File: src/rtl/cpu_pkg.sv
// ============================================================================
// Module  : cpu_pkg
// Brief   : Opcodes, FSM states and ALU operation codes for cpu_mc_core.
// Revision: 1.0 - initial release
// ============================================================================
`default_nettype none

package cpu_pkg;

    localparam logic [7:0] OP_LOADI = 8'h00;
    localparam logic [7:0] OP_MOV   = 8'h01;
    localparam logic [7:0] OP_ADD   = 8'h02;
    localparam logic [7:0] OP_SUB   = 8'h03;
    localparam logic [7:0] OP_AND   = 8'h04;
    localparam logic [7:0] OP_OR    = 8'h05;
    localparam logic [7:0] OP_J     = 8'h06;
    localparam logic [7:0] OP_BEQ   = 8'h07;
    localparam logic [7:0] OP_LWD   = 8'h08;
    localparam logic [7:0] OP_LWI   = 8'h09;
    localparam logic [7:0] OP_SWD   = 8'h0A;
    localparam logic [7:0] OP_SWI   = 8'h0B;
    localparam logic [7:0] OP_BNE   = 8'h0C;
    localparam logic [7:0] OP_SLL   = 8'h0D;
    localparam logic [7:0] OP_SRL   = 8'h0E;

    typedef enum logic [2:0] {
        S_FETCH  = 3'd0,
        S_DECODE = 3'd1,
        S_EXEC   = 3'd2,
        S_MEM    = 3'd3,
        S_WB     = 3'd4,
        S_HALT   = 3'd5
    } state_t;

    typedef enum logic [2:0] {
        ALU_FWD = 3'd0,
        ALU_ADD = 3'd1,
        ALU_AND = 3'd2,
        ALU_OR  = 3'd3,
        ALU_SLL = 3'd4,
        ALU_SRL = 3'd5
    } aluop_t;

    typedef enum logic [1:0] {
        OPB_REG = 2'd0,
        OPB_NEG = 2'd1,
        OPB_IMM = 2'd2
    } opb_t;

    function automatic aluop_t alu_op_of(input logic [7:0] op);
        case (op)
            OP_ADD, OP_SUB, OP_BEQ, OP_BNE: alu_op_of = ALU_ADD;
            OP_AND:                         alu_op_of = ALU_AND;
            OP_OR:                          alu_op_of = ALU_OR;
            OP_SLL:                         alu_op_of = ALU_SLL;
            OP_SRL:                         alu_op_of = ALU_SRL;
            default:                        alu_op_of = ALU_FWD;
        endcase
    endfunction

    function automatic opb_t opb_of(input logic [7:0] op);
        case (op)
            OP_LOADI, OP_LWI, OP_SWI, OP_SLL, OP_SRL: opb_of = OPB_IMM;
            OP_SUB, OP_BEQ, OP_BNE:                   opb_of = OPB_NEG;
            default:                                  opb_of = OPB_REG;
        endcase
    endfunction

endpackage

`default_nettype wire

File: src/rtl/reg_file_p.sv
// ============================================================================
// Module  : reg_file_p
// Brief   : Register file, two asynchronous read ports, one synchronous write.
// Revision: 1.0 - initial release
// ============================================================================
`default_nettype none

module reg_file_p #(
    parameter int DATA_W     = 8,
    parameter int REG_ADDR_W = 3
) (
    input  logic                  clk,
    input  logic                  rst,
    input  logic                  we,
    input  logic [REG_ADDR_W-1:0] waddr,
    input  logic [DATA_W-1:0]     wdata,
    input  logic [REG_ADDR_W-1:0] raddr1,
    input  logic [REG_ADDR_W-1:0] raddr2,
    output logic [DATA_W-1:0]     rdata1,
    output logic [DATA_W-1:0]     rdata2
);

    logic [DATA_W-1:0] r_regs [2**REG_ADDR_W];

    always_ff @(posedge clk) begin
        if (rst) begin
            for (int i = 0; i < 2**REG_ADDR_W; i++) begin
                r_regs[i] <= '0;
            end
        end else if (we) begin
            r_regs[waddr] <= wdata;
        end
    end

    assign rdata1 = r_regs[raddr1];
    assign rdata2 = r_regs[raddr2];

endmodule

`default_nettype wire

File: src/rtl/cpu_mc_core.sv
// ============================================================================
// Module  : cpu_mc_core
// Brief   : Multi-cycle 8-bit CPU core with handshaked instruction/data memory.
// Revision: 1.0 - initial release
// ============================================================================
`default_nettype none

module cpu_mc_core
    import cpu_pkg::*;
#(
    parameter int DATA_W     = 8,
    parameter int REG_ADDR_W = 3,
    parameter int ADDR_W     = 8,
    parameter int PC_W       = 32
) (
    input  logic              CLK,
    input  logic              RESET,
    output logic [PC_W-1:0]   PC,
    output logic              IREAD,
    input  logic [31:0]       INSTRUCTION,
    input  logic              IBUSYWAIT,
    output logic              READ,
    output logic              WRITE,
    output logic [ADDR_W-1:0] ADDRESS,
    output logic [DATA_W-1:0] WRITEDATA,
    input  logic [DATA_W-1:0] READDATA,
    input  logic              BUSYWAIT,
    output logic              HALTED
);

    state_t              r_state;
    state_t              w_next;
    logic [31:0]         r_ir;
    logic [DATA_W-1:0]   r_a;
    logic [DATA_W-1:0]   r_b;
    logic [DATA_W-1:0]   r_r;
    logic [DATA_W-1:0]   w_rd1;
    logic [DATA_W-1:0]   w_rd2;
    logic [DATA_W-1:0]   w_imm;
    logic [DATA_W-1:0]   w_op2;
    logic [DATA_W-1:0]   w_alu;
    logic [DATA_W-1:0]   w_diff;
    logic [ADDR_W-1:0]   w_addr;
    logic [PC_W-1:0]     w_pc_seq;
    logic [PC_W-1:0]     w_off_ext;
    logic [PC_W-1:0]     w_pc_branch;
    logic [7:0]          w_opcode;
    logic                w_is_load;
    logic                w_is_store;
    logic                w_is_branch;
    logic                w_taken;
    logic                w_unused_bits;

    assign w_opcode      = r_ir[31:24];
    assign w_imm         = DATA_W'(r_ir[7:0]);
    assign w_is_load     = (w_opcode == OP_LWD) || (w_opcode == OP_LWI);
    assign w_is_store    = (w_opcode == OP_SWD) || (w_opcode == OP_SWI);
    assign w_is_branch   = (w_opcode == OP_BEQ) || (w_opcode == OP_BNE);
    assign w_diff        = r_a - r_b;
    assign w_taken       = (w_opcode == OP_J) ||
                           ((w_opcode == OP_BEQ) && (w_diff == '0)) ||
                           ((w_opcode == OP_BNE) && (w_diff != '0));
    assign w_pc_seq      = PC + PC_W'(4);
    assign w_off_ext     = PC_W'($signed(r_ir[23:16]));
    assign w_pc_branch   = w_pc_seq + {w_off_ext[PC_W-3:0], 2'b00};
    assign w_unused_bits = ^r_ir[15:8];

    reg_file_p #(
        .DATA_W     (DATA_W),
        .REG_ADDR_W (REG_ADDR_W)
    ) u_regs (
        .clk    (CLK),
        .rst    (RESET),
        .we     (r_state == S_WB),
        .waddr  (r_ir[16 +: REG_ADDR_W]),
        .wdata  (r_r),
        .raddr1 (r_ir[8 +: REG_ADDR_W]),
        .raddr2 (r_ir[0 +: REG_ADDR_W]),
        .rdata1 (w_rd1),
        .rdata2 (w_rd2)
    );

    always_comb begin
        w_op2 = r_b;
        w_alu = '0;
        case (opb_of(w_opcode))
            OPB_IMM: w_op2 = w_imm;
            OPB_NEG: w_op2 = -r_b;
            default: w_op2 = r_b;
        endcase
        case (alu_op_of(w_opcode))
            ALU_ADD: w_alu = r_a + w_op2;
            ALU_AND: w_alu = r_a & w_op2;
            ALU_OR:  w_alu = r_a | w_op2;
            ALU_SLL: w_alu = r_a << w_op2[2:0];
            ALU_SRL: w_alu = r_a >> w_op2[2:0];
            default: w_alu = w_op2;
        endcase
    end

    generate
        if (ADDR_W <= DATA_W) begin : g_addr_trunc
            assign w_addr = w_alu[ADDR_W-1:0];
        end else begin : g_addr_zext
            assign w_addr = {{(ADDR_W-DATA_W){1'b0}}, w_alu};
        end
    endgenerate

    always_ff @(posedge CLK) begin
        if (RESET) begin
            r_state <= S_FETCH;
        end else begin
            r_state <= w_next;
        end
    end

    // IREAD is masked by RESET so no fetch is requested while reset is held.
    always_comb begin
        w_next = r_state;
        IREAD  = 1'b0;
        READ   = 1'b0;
        WRITE  = 1'b0;
        HALTED = 1'b0;
        case (r_state)
            S_FETCH: begin
                IREAD = ~RESET;
                if (!IBUSYWAIT) w_next = S_DECODE;
            end
            S_DECODE: w_next = (w_opcode > OP_SRL) ? S_HALT : S_EXEC;
            S_EXEC: begin
                if ((w_opcode == OP_J) || w_is_branch) w_next = S_FETCH;
                else if (w_is_load || w_is_store)     w_next = S_MEM;
                else                                  w_next = S_WB;
            end
            S_MEM: begin
                READ  = w_is_load;
                WRITE = w_is_store;
                if (!BUSYWAIT) w_next = w_is_load ? S_WB : S_FETCH;
            end
            S_WB:    w_next = S_FETCH;
            S_HALT:  HALTED = 1'b1;
            default: w_next = S_FETCH;
        endcase
    end

    always_ff @(posedge CLK) begin
        if (RESET) begin
            PC        <= '0;
            ADDRESS   <= '0;
            WRITEDATA <= '0;
            r_ir      <= '0;
            r_a       <= '0;
            r_b       <= '0;
            r_r       <= '0;
        end else begin
            case (r_state)
                S_FETCH: if (!IBUSYWAIT) r_ir <= INSTRUCTION;
                S_DECODE: begin
                    r_a <= w_rd1;
                    r_b <= w_rd2;
                end
                S_EXEC: begin
                    r_r <= w_alu;
                    if (w_taken)          PC <= w_pc_branch;
                    else if (w_is_branch) PC <= w_pc_seq;
                    if (w_is_load || w_is_store) begin
                        ADDRESS   <= w_addr;
                        WRITEDATA <= r_a;
                    end
                end
                S_MEM: begin
                    if (!BUSYWAIT) begin
                        if (w_is_load) r_r <= READDATA;
                        else           PC  <= w_pc_seq;
                    end
                end
                S_WB:    PC <= w_pc_seq;
                default: ;
            endcase
        end
    end

endmodule

`default_nettype wire

File: config.mk
export PLATFORM = sky130hd
export DESIGN_NAME = cpu_mc_core
export DESIGN_NICKNAME = d
export VERILOG_FILES = /design/src/rtl/cpu_pkg.sv /design/src/rtl/reg_file_p.sv /design/src/rtl/cpu_mc_core.sv
export SDC_FILE = /design/constraint.sdc
export NUM_CORES = 1
export LEC_CHECK = 0
export CAP_MARGIN = 20
export CORE_AREA = 2 2 182 184
export CTS_CLUSTER_SIZE = 12
export DETAILED_ROUTE_END_ITERATION = 6
export DIE_AREA = 0 0 184 186
export GPL_ROUTABILITY_DRIVEN = 1
export PLACE_DENSITY_LB_ADDON = 0.2
export SYNTH_ARGS = -nofsm -noshare
export SYNTH_HDL_FRONTEND = slang
export SYNTH_SLANG_ARGS = --single-unit
File: constraint.sdc
create_clock -name CLK -period 5 [get_ports CLK]
set_input_delay 0.5 -clock CLK [delete_from_list [all_inputs] [get_ports CLK]]
set_output_delay 0.5 -clock CLK [all_outputs]
set_load 0.005 [all_outputs]
==> impl_summary.txt <==
----------------------------------------------------
[Layout]
  Post-route insts no fill ... 1797
  Synth-to-layout area growth ... 15.8%
  Final design utilization ... 41.5%
  Ratio of cells with drive above 1 in the final layout ... 8.21%
  Most common cell after layout, fill and taps aside ... sky130_fd_sc_hd__nand2_1
  Commonest non-fill, non-tap cells in the layout ... 161 x sky130_fd_sc_hd__nand2_1, 115 x sky130_fd_sc_hd__a21oi_1, 112 x sky130_fd_sc_hd__nor2_1, 105 x sky130_fd_sc_hd__dfxtp_1, 87 x sky130_fd_sc_hd__clkdlybuf4s50_1
  Inserted Diodes ... 0
  Layout Nets ... 1488

[Setup path]
  R2R depth ... 20
  Worst path arrival time ... 4.81 ns
  Path type of the worst setup path ... reg -> reg
  Largest fanout on the critical path ... 21
  Category of the worst setup path capture point ... register
  Register-to-register setup slack ... 0.50 ns
  Data required time at the worst endpoint ... 5.31 ns
  Reg-to-reg critical path startpoint ... r_ir[31]
  Reg2Reg Capture Point ... r_r[4]
  Startpoint type of the worst setup path ... register

[Flow run]
  Max capacitance violation total ... 0

[STA]
  Final-report setup violation count ... 0
  Top achievable clock speed ... 222 MHz
  Worst Max-Slew Pin Slew ... 0.892 ns
  Sum Neg Setup Slack ... 0 ns
  Final hold vios ... 0
  Part of the cycle the worst path needs ... 90.1%
  Max-Slew Margin vs Limit ... 40.1%
  Worst Skew ... 0.0134 ns
  Max-slew violation count ... 0
  Time the worst path needs with I/O delays and setup ... 4.50 ns
  Unrepaired setup endpoints after global routing ... false

[Power]
  Sw frac ... 35.6%
  Leakage Power ... 0.00488 uW
  Power density over the cells ... 306 mW/mm^2
  Cell Int Power ... 2630 uW
  Net Switching ... 1450 uW
  Proportion of power drawn by flip-flops and latches ... 40.1%
  Comb power frac ... 28.1%
  Clock power frac ... 31.7%
  Max rail drop VDD ... 248 uV

[Floorplan]
  Die width ... 184 um
  Boundary pin count ... 96
  Height of the die ... 186 um
  Effective utilization at floorplan ... 35.8%
  Die Outline Area ... 0.0342 mm^2
  Area of the core region ... 0.0322 mm^2
  Number of placement rows ... 66

[Detailed routing]
  Starting DRT DRC Count ... 729
  Number of detailed-routing iterations run before antenna repair ... 5
  Routed WL ... 33600 um
  Via-to-Cell Ratio ... 5.51
  Antenna violation net count after detailed routing ... 0
  Via count ... 9898
  Drt wl/cell ... 18.7 um
  DRC violations left ... 0

[Synthesis]
  Post-synth EDFFs ... 64
  Synth area leaders ... sky130_fd_sc_hd__dfxtp_1 18%, sky130_fd_sc_hd__edfxtp_1 17%, sky130_fd_sc_hd__ha_1 7.2%
  Seq/Total Area, Yosys ... 34.9%
  Average instance area after synthesis ... 8.74 um^2
  Asr flop ratio synth ... 0%
  Distinct cells, synth ... 79
  Largest area contributor in the netlist ... sky130_fd_sc_hd__dfxtp_1
  Flip-flop cell with the highest count after synthesis ... sky130_fd_sc_hd__dfxtp_1
  Cells after synthesis ... 1319
  Yosys warnings ... 0
  Mapped cell area ... 0.0115 mm^2
  Flop and latch count out of synthesis ... 169
  Share of Yosys cell area claimed by the top area cell type ... 18.2%

[Global route]
  Antenna violations before repair ... 2
  Remaining Overflow, GRT ... 0
  Largest net degree at the start of global routing ... 65
  Vias in the first global route ... 9411
  Global routing usage summed across all routing layers ... 19.9%
  Wire length of the first global-routing pass ... 52300 um

[Outcome]
  Outcome ... finished clean

[Min path]
  Min-Delay Path Class ... reg -> reg
  Hold Path Stages ... 2
  Destination of the worst hold path ... ADDRESS[5]
  Worst Hold Launch ... ADDRESS[5]

[Placed design]
  Count of buffers inserted at the top-level ports ... 88
  Final HPWL DP ... 24700 um
  RePlAce Congestion ... 0.939
  Placed Cells ... 1764

[CTS]
  Cts bufs inserted ... 17
  TritonCTS clock tree ... yes
  Hold-fix buffers at CTS ... 0
  Count of instances resized after the clock tree is built ... 0
  Clock transition at the registers of the reported paths ... 0.07 ns
  Post-CTS setup buffer count ... 0
  Number of sinks driven by the clock tree ... 169
  CTS HTree Levels ... 4
  Worst-skew pair later-pin latency ... 0.45 ns
  Root buffer cell ... sky130_fd_sc_hd__clkbuf_16
  Max clock buf depth ... 2

----------------------------------------------------
layer usage:
metal	GRT usage (%)	vias up	part of all wire [%]
li1	-	4882	-
met3	2.68	55	4.3
met5	0	-	0.077
met1	25.7	4684	45
met4	6.75	4	2.3
met2	34.4	273	49
synthesized netlist by cell type, types with 4 or more instances:
master                     number
sky130_fd_sc_hd__a211oi_1      32
sky130_fd_sc_hd__a21o_1        20
sky130_fd_sc_hd__a21oi_1      115
sky130_fd_sc_hd__a221oi_1       7
sky130_fd_sc_hd__a22oi_1        5
sky130_fd_sc_hd__a311oi_1       5
sky130_fd_sc_hd__a31oi_1        8
sky130_fd_sc_hd__and2_1        71
sky130_fd_sc_hd__and3_1         8
sky130_fd_sc_hd__buf_1          6
sky130_fd_sc_hd__buf_2         10
sky130_fd_sc_hd__buf_4          8
sky130_fd_sc_hd__clkbuf_1      47
sky130_fd_sc_hd__dfxtp_1      105
sky130_fd_sc_hd__edfxtp_1      64
sky130_fd_sc_hd__ha_1          66
sky130_fd_sc_hd__inv_1         54
sky130_fd_sc_hd__mux2i_1       29
sky130_fd_sc_hd__mux4_2        32
sky130_fd_sc_hd__nand2_1      161
sky130_fd_sc_hd__nand2b_1       8
sky130_fd_sc_hd__nand3_1       32
sky130_fd_sc_hd__nand3b_1       6
sky130_fd_sc_hd__nand4_1       15
sky130_fd_sc_hd__nor2_1       113
sky130_fd_sc_hd__nor2b_1        7
sky130_fd_sc_hd__nor3_1        20
sky130_fd_sc_hd__nor3b_1        5
sky130_fd_sc_hd__o211ai_1      17
sky130_fd_sc_hd__o21a_1         4
sky130_fd_sc_hd__o21ai_0       75
sky130_fd_sc_hd__o21ai_1        6
sky130_fd_sc_hd__o21bai_1      11
sky130_fd_sc_hd__o22ai_1        4
sky130_fd_sc_hd__or2_2          9
sky130_fd_sc_hd__or3_1          5
sky130_fd_sc_hd__xnor2_1       48
sky130_fd_sc_hd__xor2_1        14
worst max-delay path by stage:
| stage | start | endpoint | slack, ns | depth (start not counted) |
|---|---|---|---|---|
| 2_1_floorplan | r_ir[31] | r_r[7] | 0.90 | 20 |
| 3_3_place_gp | r_ir[31] | r_r[4] | 0.61 | 20 |
| 3_5_place_dp | r_ir[31] | ADDRESS[7] | 0.56 | 19 |
| 4_1_cts | r_ir[31] | r_r[4] | 0.54 | 20 |
| 5_1_grt | PC[5] | PC[25] | 0.05 | 16 |
| 6_report | r_ir[31] | r_r[4] | 0.50 | 20 |
through the flow:
step	instance area [um^2]	hold WS (ns)	setup slack [ns]	total power, uW
finish	13400	0.453	0.496	4090
global route	13400	0.470	0.0477	4310
CTS	13300	0.456	0.538	4120
detailed placement	12800	0.446	0.562	2810
floorplan	11500	0.436	0.904	2460
global placement	12800	0.444	0.615	2790
critical path, stage by stage, from the launching register on:
cell and delay, ns:
sky130_fd_sc_hd__dfxtp_1 0.33, sky130_fd_sc_hd__nor4_2 0.34, sky130_fd_sc_hd__buf_4 0.22, sky130_fd_sc_hd__nand2_1 0.13
sky130_fd_sc_hd__ha_1 0.30, sky130_fd_sc_hd__buf_4 0.19, sky130_fd_sc_hd__nor2b_1 0.21, sky130_fd_sc_hd__nor2_2 0.39
sky130_fd_sc_hd__inv_2 0.07, sky130_fd_sc_hd__buf_4 0.22, sky130_fd_sc_hd__fa_1 0.44, sky130_fd_sc_hd__inv_1 0.07
sky130_fd_sc_hd__a21oi_1 0.06, sky130_fd_sc_hd__o21bai_1 0.19, sky130_fd_sc_hd__xnor2_1 0.13, sky130_fd_sc_hd__o21ai_0 0.08
sky130_fd_sc_hd__a22oi_1 0.18, sky130_fd_sc_hd__nand3_1 0.13, sky130_fd_sc_hd__o22ai_1 0.45, sky130_fd_sc_hd__o211a_1 0.20
sky130_fd_sc_hd__nor3_1 0.04
state kept, by name (all words and copies together) (netlist names), named ones only:
signal,flops
WRITEDATA,8
u_regs.r_regs,64
r_state,3
PC,30
ADDRESS,8
r_a,8
r_b,8
r_ir,27
r_r,8
final cells by class:
| cell class | instances | area (um^2) |
|---|---|---|
| repair buffers | 112 | 1080 |
| clock inverters | 13 | 129 |
| clock buffers | 19 | 433 |
| fillers | 3219 | 18900 |
| flip-flops and latches | 169 | 4020 |
| multi-input cells | 1019 | 6960 |
| well taps | 408 | 510 |
| inverters | 57 | 214 |
logic make-up after synthesis:
| kind of cell | Yosys count | share of synthesized area (%) |
|---|---|---|
| AOI/OAI and AO/OA | 348 | 19.1 |
| xor gates and xnor gates | 62 | 4.71 |
| adders and majority gates | 68 | 7.51 |
| buffers and inverters | 132 | 4.87 |
| DFF | 169 | 34.9 |
| muxes | 62 | 8.87 |
| other | 1 | 0.0325 |
| and+or+nand+nor | 477 | 20.0 |
power groups by stage:
stage	clock network [uW]	logic (uW)	registers, uW
finish	1300	1150	1640
global route	1380	1280	1650
CTS	1330	1140	1640
detailed placement	0	1130	1680
global placement	0	1120	1670
floorplan	0	856	1600
Note: power is estimated with default switching activity, not from simulation.
